--- src/rtl/readout_pkg.sv ---
// Shared types and helpers for the cochlea readout bus receiver.
// Pure declarations: no latency, no flow control.
// Backpressure: n/a.
package readout_pkg;

    localparam int CNT_W   = 19;
    localparam int NCH_MAX = 16;
    localparam int CH_W    = 5;

    typedef struct packed {
        logic [CH_W-1:0] ch;
        logic            eve;
        logic            pol;
    } ro_word_t;

    // Index of the lowest set bit; returns 0 for k == 0, callers handle the wrap slot.
    function automatic logic [CH_W-1:0] lsb_index(input logic [31:0] k);
        logic [CH_W-1:0] idx;
        idx = '0;
        for (int i = 31; i >= 0; i--) begin
            if (k[i]) idx = CH_W'(i);
        end
        return idx;
    endfunction

endpackage

--- src/rtl/ro_sync_fifo.sv ---
// Generic synchronous FIFO with a registered head word and drop-on-full.
// Latency: a word pushed into an empty FIFO is at the head one cycle after the push edge.
// Backpressure: push while full without a pop is discarded and pulses drop; pop while empty is ignored.
module ro_sync_fifo #(
    parameter int W     = 8,
    parameter int DEPTH = 4
) (
    input  logic         clk,
    input  logic         rstb,
    input  logic         push,
    input  logic [W-1:0] push_dat,
    input  logic         pop,
    output logic [W-1:0] head_dat,
    output logic         full,
    output logic         empty,
    output logic         drop
);

    localparam int AW = (DEPTH > 1) ? $clog2(DEPTH) : 1;

    logic [W-1:0]  mem [DEPTH];
    logic [AW-1:0] wr_ptr;
    logic [AW-1:0] rd_ptr;
    logic [AW-1:0] rd_nxt;
    logic [AW:0]   count;
    logic [AW:0]   count_nxt;
    logic          push_eff;
    logic          pop_eff;
    logic          head_from_push;
    logic [W-1:0]  head_nxt;

    assign empty    = (count == '0);
    assign full     = (count == (AW+1)'(DEPTH));
    assign pop_eff  = pop && !empty;
    assign push_eff = push && (!full || pop_eff);
    assign drop     = push && full && !pop_eff;

    assign rd_nxt    = rd_ptr + AW'(pop_eff);
    assign count_nxt = count + (AW+1)'(push_eff) - (AW+1)'(pop_eff);
    // The incoming word becomes the head when nothing older survives this edge.
    assign head_from_push = ((count - (AW+1)'(pop_eff)) == '0);

    always_comb begin
        head_nxt = head_dat;
        if (count_nxt != '0) begin
            head_nxt = head_from_push ? push_dat : mem[rd_nxt];
        end
    end

    always_ff @(posedge clk or negedge rstb) begin
        if (!rstb) begin
            for (int i = 0; i < DEPTH; i++) mem[i] <= '0;
            wr_ptr   <= '0;
            rd_ptr   <= '0;
            count    <= '0;
            head_dat <= '0;
        end else begin
            if (push_eff) begin
                mem[wr_ptr] <= push_dat;
                wr_ptr      <= wr_ptr + AW'(1);
            end
            rd_ptr   <= rd_nxt;
            count    <= count_nxt;
            head_dat <= head_nxt;
        end
    end

endmodule

--- src/rtl/readout_deframer.sv ---
// Deframes the gray-scheduled cochlea readout bus into tagged event words plus a per-channel bank.
// Latency: bus sampled at the edge ending the slot; word at FIFO head and bank updated one cycle later.
// Backpressure: out_valid/out_ready on a small FIFO; words captured while full are dropped and overflow sticks.
module readout_deframer #(
    parameter int CNT_W      = readout_pkg::CNT_W,
    parameter int NCH        = readout_pkg::NCH_MAX,
    parameter int FIFO_DEPTH = 4
) (
    input  logic           clk,
    input  logic           rstb,
    input  logic           en,
    input  logic           bus_eve,
    input  logic           bus_pol_eve,
    output logic           out_valid,
    input  logic           out_ready,
    output logic [4:0]     out_ch,
    output logic           out_eve,
    output logic           out_pol,
    output logic [NCH-1:0] ch_eve,
    output logic [NCH-1:0] ch_pol,
    output logic           overflow
);

    import readout_pkg::*;

    logic [CNT_W-1:0] cnt;
    logic [CH_W-1:0]  owner;
    logic             capture;
    ro_word_t         cap_word;
    ro_word_t         head_word;
    logic             fifo_full;
    logic             fifo_empty;
    logic             fifo_drop;

    // cnt == 0 is the wrap slot where the top gray bit toggles.
    always_comb begin
        owner = lsb_index(32'(cnt));
        if (cnt == '0) owner = CH_W'(CNT_W - 1);
    end

    assign capture  = en && (int'(owner) < NCH);
    assign cap_word = '{ch: owner, eve: bus_eve, pol: bus_pol_eve};

    always_ff @(posedge clk or negedge rstb) begin
        if (!rstb) begin
            cnt      <= '0;
            ch_eve   <= '0;
            ch_pol   <= '0;
            overflow <= 1'b0;
        end else begin
            cnt <= cnt + CNT_W'(1);
            if (capture) begin
                for (int i = 0; i < NCH; i++) begin
                    if (owner == CH_W'(i)) begin
                        ch_eve[i] <= bus_eve;
                        ch_pol[i] <= bus_pol_eve;
                    end
                end
            end
            overflow <= overflow | fifo_drop;
        end
    end

    ro_sync_fifo #(
        .W     ($bits(ro_word_t)),
        .DEPTH (FIFO_DEPTH)
    ) u_fifo (
        .clk      (clk),
        .rstb     (rstb),
        .push     (capture),
        .push_dat (cap_word),
        .pop      (out_ready),
        .head_dat (head_word),
        .full     (fifo_full),
        .empty    (fifo_empty),
        .drop     (fifo_drop)
    );

    assign out_valid = !fifo_empty;
    assign out_ch    = head_word.ch;
    assign out_eve   = head_word.eve;
    assign out_pol   = head_word.pol;

    a_drop_only_when_full: assert property (@(posedge clk) disable iff (!rstb) fifo_drop |-> fifo_full);

endmodule

--- config.mk ---
export PLATFORM = sky130hd
export DESIGN_NAME = readout_deframer
export DESIGN_NICKNAME = d
export VERILOG_FILES = /design/src/rtl/readout_pkg.sv /design/src/rtl/ro_sync_fifo.sv /design/src/rtl/readout_deframer.sv
export SDC_FILE = /design/constraint.sdc
export NUM_CORES = 1
export LEC_CHECK = 0
export ABC_AREA = 0
export CAP_MARGIN = 20
export CORE_MARGIN = 3
export CORE_UTILIZATION = 35
export CTS_CLUSTER_SIZE = 24
export DETAILED_ROUTE_END_ITERATION = 12
export HOLD_SLACK_MARGIN = 0.05
export MAX_ROUTING_LAYER = met4
export PLACE_DENSITY = 0.54
export SKIP_CTS_REPAIR_TIMING = 1
export SLEW_MARGIN = 25
export SYNTH_ARGS = -nofsm -noshare
export SYNTH_HDL_FRONTEND = slang
export SYNTH_SLANG_ARGS = --single-unit
--- constraint.sdc ---
create_clock -name clk -period 4.4 [get_ports clk]
set_input_delay 0.44 -clock clk [delete_from_list [all_inputs] [get_ports clk]]
set_output_delay 0.44 -clock clk [all_outputs]
set_load 0.01 [all_outputs]
==> reports/results.tsv <==
metric	value	unit
setup_tns	0	ns
synth_cell_types	55	
final_cell_area	0.005374	mm^2
synth_top_family_by_area	multiplexers	
route.top_layer_used	met4	
dr.pass1.iters	4	
synth.avg_cell_area	12.56	um^2
synthAdderAreaFrac	3.264	%
synth-simple-area-share	15.64	%
rsz0062_at_grt	no	
synthToLayoutAreaGrowth	20.85	%
p_per_area	490.9	mW/mm^2
drt-vias-per-instance	4.860	
min_period_over_period	75.42	%
cts_root_buf	clkbuf_16	
wire_per_inst	16.05	um
gp_congestion	0.7800	
status	finished, final reports clean	
postSynthCellCount	354	
ys.flop_type	dfrtp_1	
die_area	0.01409	mm^2
grt_use_total	14.32	%
ys_ff_latch	94	
synth_area	0.004447	mm^2
final_nets	416	
final_cell_mix	dfrtp_1 (94), mux2_2 (46), clkdlybuf4s50_1 (45)	
ant_nets	0	
crit_path_max_fanout	13	
min_period	3.318	ns
clkTransAtPathRegs	0.06	ns
route.detailed.drc	0	
postPlaceCellArea	0.005054	mm^2
io_pins	47	
layout_commonest_cell	dfrtp_1	
drv_cap	0	
numCtsBuffers	9	
grt_max_degree	73	
drt_iter0_drc	123	
antenna_found_initial	0	
p_leak	0.002323	uW
drive_above_1_share	24.50	%
grt-ovfl-total	0	
skew	0.007179	ns
drt-met1-wl	4450	um
wl_met2	4287	um
synth_edf_count	0	
hold_path_class	in2async	
vdd_drop_max	148.6	uV
synth-compound-area-share	4.811	%
endpoint_kind	flop	
synth_nets	371	
synth-warning-count	0	
route.met3.wl	260	um
slew_viol_final	0	
dp_hpwl	6299	um
timing.reg2reg.setup_slack	1.08	ns
tritoncts	built	
critPathArrivalTime	3.55	ns
total_power	2638	uW
coreArea	0.01221	mm^2
cts.htree.levels	3	
finalSetupViolCount	0	
relSlewSlack	37.87	%
start_kind	flop	
muxShareOfSynthArea	16.32	%
worstPathCellList	inv_1 > ha_1 > mux2_2 > a311oi_2 > ha_1 > fa_1 > nor3_1 > buf_4 > mux2_2	
clock_latency	0.35	ns
max_stage_delay	0.60	ns
vias	2780	
ys_seq_area_share	52.90	%
initial_core_util	36.41	%
diodes	0	
cts.sinks	94	
criticalPathCategory	reg2reg	
ys_async_sr_fraction	100.0	%
clock.fmax	301.3	MHz
grt_pass1_vias	2941	
grt_pass1_wl	15460	um
crit_slowest_cell	a311oi_2	
rows	40	
final-hold-violation-count	0	
synth_xor_area_share	4.333	%
critPathRequiredTime	4.63	ns
die_h	118.7	um
clk_path_buf_depth	2	
wl	9182	um
portBuffers	46	
tightest_slew	0.9319	ns
fp.dieW	118.7	um
[through the flow]
step	hold WS (ns)	setup slack (ns)	util [%]	instances
final	0.2357	1.082	44.01	572
after global routing	0.2950	0.8870	44.01	572
after CTS	0.2702	1.060	43.91	571
after detailed placement	0.4690	0.9543	41.38	555
after global placement	0.4588	1.023	41.38	555
after floorplan	0.1444	1.272	-	354
[kinds of logic (layout without fill, tap and decap cells)]
family,count (synthesis),count (layout)
simple gates,109,109
flops,94,94
mux,58,58
compound gates,34,34
buf+inv,26,76
xor+xnor,22,22
fa+ha+maj,11,11
[worst max-delay path: cells and delay by family, from the launching register on]
family	cells	cell delay, ns
mux	2	0.65
compound gates	1	0.60
flops	1	0.52
simple gates	1	0.20
buf+inv	2	0.30
fa+ha+maj	3	0.93
[flip-flops by register name, summed over array words and instances, names as in the netlist]
name and cells:
u_fifo.count 3, overflow 1, ch_eve 16, u_fifo.rd_ptr 2, cnt 19, u_fifo.head_dat 7, u_fifo.mem 28, ch_pol 16
u_fifo.wr_ptr 2
[metal layers]
layer	up-vias	global-route usage, %
met4	0	5.720
li1	1340	-
met2	46	21.53
met1	1382	18.61
met5	-	-
met3	12	3.589
[layout make-up]
type,count,area (um^2)
repair buffers,50,491.7
well taps,168,210.2
inverters,10,37.54
multi-input cells,234,1973
clock buffers,11,242.7
fillers,1185,6838
flip-flops and latches,94,2352
clock inverters,5,66.31
[path summary, 6_finish.rpt]
path / startpoint / endpoint / depth (start not counted)
worst min register to register: u_fifo.head_dat[3] / u_fifo.head_dat[3] / 2
max in group asynchronous: rstb / u_fifo.wr_ptr[1] / 2
worst max register to register: cnt[0] / u_fifo.head_dat[6] / 9
worst min-delay path: rstb / u_fifo.count[0] / 1
worst max-delay path: cnt[0] / u_fifo.head_dat[6] / 9
min in group clk: u_fifo.head_dat[3] / u_fifo.head_dat[3] / 2
[power breakdown]
part	switching, uW	internal, uW	leakage (uW)	total (uW)
sequential	80.0	1020	0.00122	1100
clock	344	463	0.000148	807
combinational	354	373	0.000952	727
[cells in the mapped netlist, types with 3 or more instances]
master	number	area (um^2)
dfrtp_1	94	2352
mux2_2	46	518.0
nand2_1	26	97.59
o21ai_0	22	110.1
xnor2_1	16	140.1
nand3_1	14	70.07
ha_1	10	125.1
inv_1	10	37.54
clkbuf_1	9	33.78
nor2_1	9	33.78
and2_1	8	50.05
mux4_2	7	157.7
nor4_2	7	87.58
nor3_1	6	30.03
xor2_1	6	52.55
and3_1	5	31.28
mux2i_1	5	50.05
a21oi_1	4	20.02
nand2_2	4	25.02
nand4_1	4	25.02
nor2b_1	4	25.02
buf_2	3	15.01
(Power assumes the default switching activity.)
